### config.mk
export PLATFORM = sky130hd
export DESIGN_NAME = shift_unit_seq
export DESIGN_NICKNAME = d
export VERILOG_FILES = /design/src/rtl/shift_pkg.sv /design/src/rtl/shift_step.sv /design/src/rtl/shift_unit_seq.sv
export SDC_FILE = /design/constraint.sdc
export NUM_CORES = 1
export LEC_CHECK = 0
export ABC_AREA = 0
export CORE_ASPECT_RATIO = 1.4
export CORE_MARGIN = 5
export CORE_UTILIZATION = 48
export CTS_CLUSTER_SIZE = 40
export DETAILED_ROUTE_END_ITERATION = 7
export GPL_TIMING_DRIVEN = 0
export HOLD_SLACK_MARGIN = 0.08
export MAX_ROUTING_LAYER = met4
export PLACE_DENSITY = 0.82
export SYNTH_ARGS = -nofsm -noshare
export SYNTH_HDL_FRONTEND = slang
export SYNTH_SLANG_ARGS = --single-unit
export TNS_END_PERCENT = 100
### constraint.sdc
create_clock -name clk -period 2.2 [get_ports clk]
set_input_delay 0.44 -clock clk [delete_from_list [all_inputs] [get_ports clk]]
set_output_delay 0.44 -clock clk [all_outputs]
set_load 0.05 [all_outputs]
### src/rtl/shift_pkg.sv
// Shared encodings for the MIPS execute-stage shifters (barrel and iterative).
// Op codes must stay aligned with barrel_shift_mips and its benches.
package shift_pkg;

    localparam int DEF_DATA_WIDTH = 32;
    localparam int DEF_ADDR_WIDTH = 5;

    typedef enum logic [1:0] {
        OP_LO_L = 2'd0,
        OP_LO_R = 2'd1,
        OP_AL_R = 2'd2,
        OP_CI_R = 2'd3
    } shift_op_e;

    typedef enum logic [1:0] {
        ST_IDLE  = 2'd0,
        ST_SHIFT = 2'd1,
        ST_DONE  = 2'd2
    } shift_state_e;

endpackage

### src/rtl/shift_step.sv
// One combinational step of the iterative shifter: moves the word by 1 or 4 bits
// according to the op, with the same fill rules as the barrel shifter.
module shift_step
    import shift_pkg::*;
#(
    parameter int DATA_WIDTH = DEF_DATA_WIDTH
) (
    input  logic [DATA_WIDTH-1:0] i_word,
    input  shift_op_e             i_op,
    input  logic                  i_step4,
    output logic [DATA_WIDTH-1:0] o_word
);

    always_comb begin
        o_word = i_word;
        if (i_step4) begin
            unique case (i_op)
                OP_LO_L: o_word = i_word << 4;
                OP_LO_R: o_word = i_word >> 4;
                OP_AL_R: o_word = $signed(i_word) >>> 4;
                OP_CI_R: o_word = {i_word[3:0], i_word[DATA_WIDTH-1:4]};
                default: o_word = i_word;
            endcase
        end else begin
            unique case (i_op)
                OP_LO_L: o_word = {i_word[DATA_WIDTH-2:0], 1'b0};
                OP_LO_R: o_word = {1'b0, i_word[DATA_WIDTH-1:1]};
                OP_AL_R: o_word = {i_word[DATA_WIDTH-1], i_word[DATA_WIDTH-1:1]};
                OP_CI_R: o_word = {i_word[0], i_word[DATA_WIDTH-1:1]};
                default: o_word = i_word;
            endcase
        end
    end

endmodule

### src/rtl/shift_unit_seq.sv
// Iterative low-area shifter with start/done handshake; bit-exact with the barrel shifter.
// Define SHIFT_UNIT_STEP4_EN to take 4-bit steps while at least 4 positions remain.
//
// state    | meaning
// ST_IDLE  | ready, waiting for start
// ST_SHIFT | stepping the working register, remaining counts down
// ST_DONE  | one-cycle done pulse, data_out valid
module shift_unit_seq
    import shift_pkg::*;
#(
    parameter int DATA_WIDTH = DEF_DATA_WIDTH,
    parameter int ADDR_WIDTH = DEF_ADDR_WIDTH
) (
    input  logic                  clk,
    input  logic                  rst_n,
    input  logic                  start,
    input  logic [DATA_WIDTH-1:0] data_in,
    input  logic [ADDR_WIDTH-1:0] shift_count,
    input  logic [1:0]            op,
    output logic                  ready,
    output logic                  busy,
    output logic                  done,
    output logic [DATA_WIDTH-1:0] data_out
);

    shift_state_e          r_state, w_state_nxt;
    shift_op_e             r_op, w_op_nxt;
    logic [DATA_WIDTH-1:0] r_work, w_work_nxt, w_stepped;
    logic [ADDR_WIDTH-1:0] r_remaining, w_remaining_nxt, w_step_size;
    logic                  w_step4;

`ifdef SHIFT_UNIT_STEP4_EN
    assign w_step4 = (r_remaining >= ADDR_WIDTH'(4));
`else
    assign w_step4 = 1'b0;
`endif
    assign w_step_size = w_step4 ? ADDR_WIDTH'(4) : ADDR_WIDTH'(1);

    shift_step #(.DATA_WIDTH(DATA_WIDTH)) u_step (
        .i_word  (r_work),
        .i_op    (r_op),
        .i_step4 (w_step4),
        .o_word  (w_stepped)
    );

    always_ff @(posedge clk or negedge rst_n) begin
        if (!rst_n) begin
            r_state     <= ST_IDLE;
            r_op        <= OP_LO_L;
            r_work      <= '0;
            r_remaining <= '0;
        end else begin
            r_state     <= w_state_nxt;
            r_op        <= w_op_nxt;
            r_work      <= w_work_nxt;
            r_remaining <= w_remaining_nxt;
        end
    end

    always_comb begin
        w_state_nxt     = r_state;
        w_op_nxt        = r_op;
        w_work_nxt      = r_work;
        w_remaining_nxt = r_remaining;
        unique case (r_state)
            ST_IDLE: begin
                if (start) begin
                    w_op_nxt        = shift_op_e'(op);
                    w_work_nxt      = data_in;
                    w_remaining_nxt = shift_count;
                    w_state_nxt     = (shift_count == '0) ? ST_DONE : ST_SHIFT;
                end
            end
            ST_SHIFT: begin
                w_work_nxt      = w_stepped;
                w_remaining_nxt = r_remaining - w_step_size;
                if (r_remaining == w_step_size) begin
                    w_state_nxt = ST_DONE;
                end
            end
            ST_DONE: begin
                w_state_nxt = ST_IDLE;
            end
            default: begin
                w_state_nxt = ST_IDLE;
            end
        endcase
    end

    // All handshake outputs decode straight from the state register, so they are glitch-free.
    assign ready    = (r_state == ST_IDLE);
    assign busy     = (r_state == ST_SHIFT) || (r_state == ST_DONE);
    assign done     = (r_state == ST_DONE);
    assign data_out = r_work;

endmodule

# Word-level counts from Yosys, hierarchy flattened
# Index checks and enable logic that the tools add are counted.
# word_totals
elab_cells,33
out_inout_bits,35
register_bits,41
in_bits,42
# op_classes
reduce_logical,9
n_eq_ne,9
mux,9
addsub,1
# op_table
cell,count
32-bit one-hot mux with 4 select lines,1
32-bit one-hot mux with 2 select lines,1
32-bit 2-to-1 mux,1
5-bit one-hot mux with 2 select lines,1
2-bit equality test (second input constant),3
2-bit 2-to-1 mux,3
2-bit inequality test (second input constant),3
2-bit AND reduction,3
5-bit by 1-bit equality test with 1-bit output (second input constant),1
5-bit logical NOT,1
5-bit 2-to-1 mux,1
5-bit by 1-bit subtractor with 5-bit output (second input constant),1
2-bit by 1-bit equality test with 1-bit output (second input constant),2
2-bit logical NOT,2
2-bit one-hot mux with 2 select lines,1
3-bit AND reduction,1
2-bit nonzero test,1
1-bit logical OR,1

# Longest topological paths before layout
# depth
word_depth,4
depth_mapped,8
ltp_nobuf,5

# Modules after synthesis
# A second synthesis with hierarchy kept.
# hier_totals
hier_cells,273
area_unflattened_um2,2937.8
# by_module_without_submodules
module,n_inst,cells_per_inst,area_each_um2,seq_area_each_um2
shift_unit_seq,1,205,2084.5,1026.0
shift_step,1,68,853.3,0.0

# Least setup slack after synthesis
# No wires, ideal clock.
# synth_timing
path_type,reg-to-reg
start,register r_state[0]
end,register r_work[10] (netlist: data_out[10])
n_path_buf,2
setup_ns,0.095
t_required_ns,2.105
period_less_slack_ns,1.941
slack_ns,0.259
stages_incl_launch_ff,8
arrival_ns,1.845
cell_sequence,dfrtp_1 -> inv_1 -> ha_1 -> mux2i_2 -> buf_2 -> buf_2 -> nand2_1 -> o31ai_1
# synth_via
elab_chain_cells,3
elab_cells_between_ends,6
classes_between,2 x eq/ne; 1 x mux; 3 x reduce/logical
# synth_rtl
element,line_no,source
from (decl),shift_unit_seq.sv:26,"shift_state_e r_state, w_state_nxt;"
from (signal assigned),shift_unit_seq.sv:53,r_state <= w_state_nxt;
2-bit logical NOT *,n/a,
named net ready,shift_unit_seq.sv:20,"output logic ready,"
2-bit inequality test (no line) / 2-bit nonzero test (equally long branches),n/a,
2-bit AND reduction (no line),n/a,
to (signal assigned),shift_unit_seq.sv:55,r_work <= w_work_nxt;
to (decl),shift_unit_seq.sv:28,"logic [DATA_WIDTH-1:0] r_work, w_work_nxt, w_stepped;"
# The timed path passes the listed nets; every way through them passes the cells marked *.
# A chain may end at the register's enable or synchronous reset.

# Final worst setup path
# layout_timing
start,register r_state[0]
end,output ready
# layout_via
elab_chain_cells,1
# layout_rtl
element,line_no,source
2-bit logical NOT,shift_unit_seq.sv:91,assign ready = (r_state == ST_IDLE);
to (decl),shift_unit_seq.sv:20,
# Every way passes these cells.

==> results summary <==
The internal reg-to-reg setup slack came out at 0.22 ns. The first global-routing pass estimated 12.29 mm of wire. The cell chosen for the clock root is sky130_fd_sc_hd__clkbuf_8. Entering global routing, the biggest net connects 27 pins. The synthesized design spends more area on one cell type than any other, namely sky130_fd_sc_hd__dfrtp_1. The number of H-tree levels came out at 2. The maximum clock rate came out at 492.5 MHz. The largest driver fanout on the critical path is 4. The critical path is of the reg2out type. The register area share after synthesis is 0.3958. The half-perimeter wire length after detailed placement is 5.276 mm. After detailed routing, the number of remaining DRC violations is 0. Counting instances in the post-synthesis netlist gives the leading cell types as 41 x sky130_fd_sc_hd__dfrtp_1, 36 x sky130_fd_sc_hd__nand2_1, 33 x sky130_fd_sc_hd__nor2_1, 33 x sky130_fd_sc_hd__nor3b_1, 30 x sky130_fd_sc_hd__o31ai_1. The maximum count of clock buffers along a single path is 2. The power density normalized to cell area came out at 1770 nW/um^2.

The finished layout holds 444 standard cells, fillers aside. The post-CTS repair timing setup buffer count came out at 0. The die height is 96.96 um. Synthesis produced a netlist whose cell count is 292. The post-place setup slack is 0.1889 ns. The global-route usage over all layers is 0.2202.

The via density per instance is 5.858. The worst min-delay path startpoint is r_remaining[1]. The worst hold path was traced through 2 stages. The run finished with clean final reports. The proportion of synthesized flip-flops having asynchronous set or reset is 1.000. Summing every instance area after synthesis gives 2592 sq um.

Walking the worst path, the cells encountered are inv_1 > ha_1 > dlygate4sd2_1. Ranked by total cell area, the synthesized netlist is headed by sky130_fd_sc_hd__dfrtp_1 40%, sky130_fd_sc_hd__nor3b_1 9.6%, sky130_fd_sc_hd__o31ai_1 8.7%, sky130_fd_sc_hd__a211oi_1 7.8%, sky130_fd_sc_hd__nand2_1 5.2%. The commonest register cell after synthesis is sky130_fd_sc_hd__dfrtp_1. The endpoint of the most critical register-to-register path is data_out[14].

At the end of the flow the core is filled with cells to 0.6883. Once routing completed, OpenROAD measured the worst setup slack at 0.1696 ns. CTS saw 41 sinks. Setup repair after global routing left no endpoint under its margin. The insertion delay to the later sink of the worst-skew pair is 0.30 ns. The largest voltage drop on the vdd net came out at 1.167 mV. Of the cells placed in the final design, the portion with a size suffix greater than 1 is 0.1058. The worst slew slack as a fraction of its limit came out at 0.6592. In this run, synthesis produced a sequential element count of 41. The critical path arrival is 1.59 ns. The number of enable flip-flop cells after synthesis is 0. The category of the worst setup path capture point is an output port.

Between clock sinks in the finished design, the worst skew comes to 0.009277 ns. The critical-path cell with the highest stage delay is sky130_fd_sc_hd__dlygate4sd2_1. The max-slew violation count came out at 0.

The data required time of the worst path came out at 1.76 ns. The final period utilization came out at 0.9229. The number of nets with antenna violations after detailed routing is 0. The finished cells cover 3577 sq um.

The top cell family by delay on the critical path is buffers and inverters. The count of vias placed by the detailed router came out at 2,601. The max-cap violation count is 0. Yosys mapped the design onto 38 distinct sky130hd cell types.

The buffer and inverter count on the worst path is 2. The count of placed standard cells including taps came out at 435. The floorplan die area came out at 6991 sq um. The area inside the core boundary came out at 5197 sq um. The via count of the first global-routing pass came out at 2,583. The final hold violation count came out at 0. The mean post-synth cell area is 8.878 sq um.

The effective utilization at floorplan is 0.4988. TritonCTS built the clock tree. The number of clock buffers added by TritonCTS is 5.

The area growth from synthesis to layout is 37.98%. The depth of the worst register-to-register path came out at 8. The number of buffer cells added on primary ports is 76. The number of antenna violations at the first check in global routing is 0. The count of synthesis-stage warnings from yosys is 0. When the netlist entered floorplanning its net count stood at 339. In this run the cell area measured after placement is 3451 sq um. The count of endpoints failing setup in the final report is 0. The delay contributed by the slowest stage of the critical path is 0.55 ns. After layout, the minimum clock period comes to 2.030 ns. In this run the worst hold path is classified as reg2reg. The total iterations of the first detailed-routing run is 4.

The type of element launching the critical path is a flip-flop. The number of top-level pins came out at 77. After clock tree synthesis, the clock-pin slew on the worst setup and hold paths is 0.08 ns. The actual transition at the worst max-transition pin is 0.5095 ns.

The final layout contains 424 nets. The total congestion overflow came out at 0. The horizontal extent of the die is 72.11 um. The detailed-route wire length is 7.331 mm. The count of antenna diodes in the layout is 0. The path with the worst hold slack has its endpoint at r_remaining[1]. The number of rows in the core area came out at 31. Across all hold checks on the routed design, the worst slack comes to 0.5323 ns. The final weighted congestion in routability-driven placement is 0.8775. The routed length per placed instance came out at 16.51 um. The leakage power came out at 1.440 nW. The top-area cell type share of the netlist area came out at 0.3958. Counting the fill cells in the layout gives 444. The DRC violation total after the first TritonRoute iteration is 212. The most used standard cell by instance count after synthesis is sky130_fd_sc_hd__dfrtp_1. The worst register-to-register path begins at r_state[1].
==> sequential cells by signal, summed over array words and instances (netlist names) <==
| signal | count |
|---|---|
| r_op | 2 |
| r_remaining | 5 |
| data_out | 32 |
| r_state | 2 |
==> what timing repair did <==
| action | 4_1_cts | 5_1_grt |
|---|---|---|
| gates resized for setup | 2 | 1 |
| endpoints found under the hold margin | 15 | 0 |
| endpoints found under the setup margin | 2 | 1 |
| hold buffers | 1 | 0 |
==> report_power, final <==
group / leakage [nW] / total (mW) / internal, mW / switching, mW
logic: 0.885 / 4.13 / 1.50 / 2.63
registers: 0.496 / 1.56 / 1.14 / 0.421
clock network: 0.0585 / 0.639 / 0.370 / 0.269
total: 1.44 / 6.33 / 3.01 / 3.32
==> cells by family (layout without fill, tap and decap cells) <==
logic type	after synthesis	after routing	synth area share
AO/OA/AOI/OAI	85	85	0.2486
adder cells (fa/ha/maj)	5	5	0.02413
buffers and inverters	37	123	0.07239
flip-flops	41	41	0.3958
multiplexers	5	5	0.02220
AND/OR/NAND/NOR	119	119	0.2370
==> final cells by class <==
| cell class | instances | area, sq um | area share |
|---|---|---|---|
| Inverter | 7 | 26.28 | 0.007345 |
| Timing Repair Buffer | 78 | 785.8 | 0.2197 |
| Tap cell | 66 | 82.58 | 0.02308 |
| Buffer | 30 | 161.4 | 0.04512 |
| Sequential cell | 41 | 1026 | 0.2868 |
| Clock inverter | 1 | 30.03 | 0.008395 |
| Multi-Input combinational cell | 214 | 1379 | 0.3854 |
| Clock buffer | 7 | 86.33 | 0.02413 |
==> metal layers <==
metal	global-route usage	part of all wire	vias to the layer above
li1	-	-	1229
met1	0.2686	0.42	1283
met2	0.3607	0.52	79
met3	0.03423	0.045	10
met4	0.08249	0.020	0
met5	-	0	-
==> tightest hold or removal path, cell delays in order (launching register included) <==
cell	delay, ns
sky130_fd_sc_hd__dfrtp_1	0.38
sky130_fd_sc_hd__nand2_1	0.05
sky130_fd_sc_hd__o21ai_0	0.06
==> metrics by stage <==
stage | power, mW | TNS, ns
final | 6.333 | 0
after global routing | 6.730 | 0
after CTS | 6.354 | 0
after detailed placement | 5.710 | 0
after global placement | 5.638 | -17.63
after floorplan | 4.439 | 0
==> how the worst max path moves through the flow <==
stage,cells after the start,endpoint,slack (ns),start
final,3,ready,0.17,r_state[0]
after global routing,8,data_out[14],0.09,r_state[1]
after CTS,3,done,0.008,r_state[0]
after detailed placement,6,data_out[13],0.19,start
after global placement,1,data_out[8],-0.43,rst_n
after floorplan,7,data_out[10],0.26,r_state[0]
==> cell usage in the layout (no fill, tap or decap), types with 4 or more instances in the layout <==
| cell | count |
|---|---|
| sky130_fd_sc_hd__nor2b_1 | 6 |
| sky130_fd_sc_hd__buf_6 | 4 |
| sky130_fd_sc_hd__clkbuf_1 | 12 |
| sky130_fd_sc_hd__a21oi_1 | 4 |
| sky130_fd_sc_hd__o31ai_1 | 30 |
| sky130_fd_sc_hd__nand2_1 | 36 |
| sky130_fd_sc_hd__nor3b_1 | 33 |
| sky130_fd_sc_hd__ha_1 | 5 |
| sky130_fd_sc_hd__a211oi_2 | 4 |
| sky130_fd_sc_hd__inv_1 | 6 |
| sky130_fd_sc_hd__a211oi_1 | 27 |
| sky130_fd_sc_hd__o21ai_0 | 6 |
| sky130_fd_sc_hd__dfrtp_1 | 41 |
| sky130_fd_sc_hd__nor2_1 | 33 |
| sky130_fd_sc_hd__clkdlybuf4s50_1 | 72 |
| sky130_fd_sc_hd__clkbuf_8 | 6 |
| sky130_fd_sc_hd__buf_2 | 15 |
Note: power is estimated with default switching activity, not from simulation.
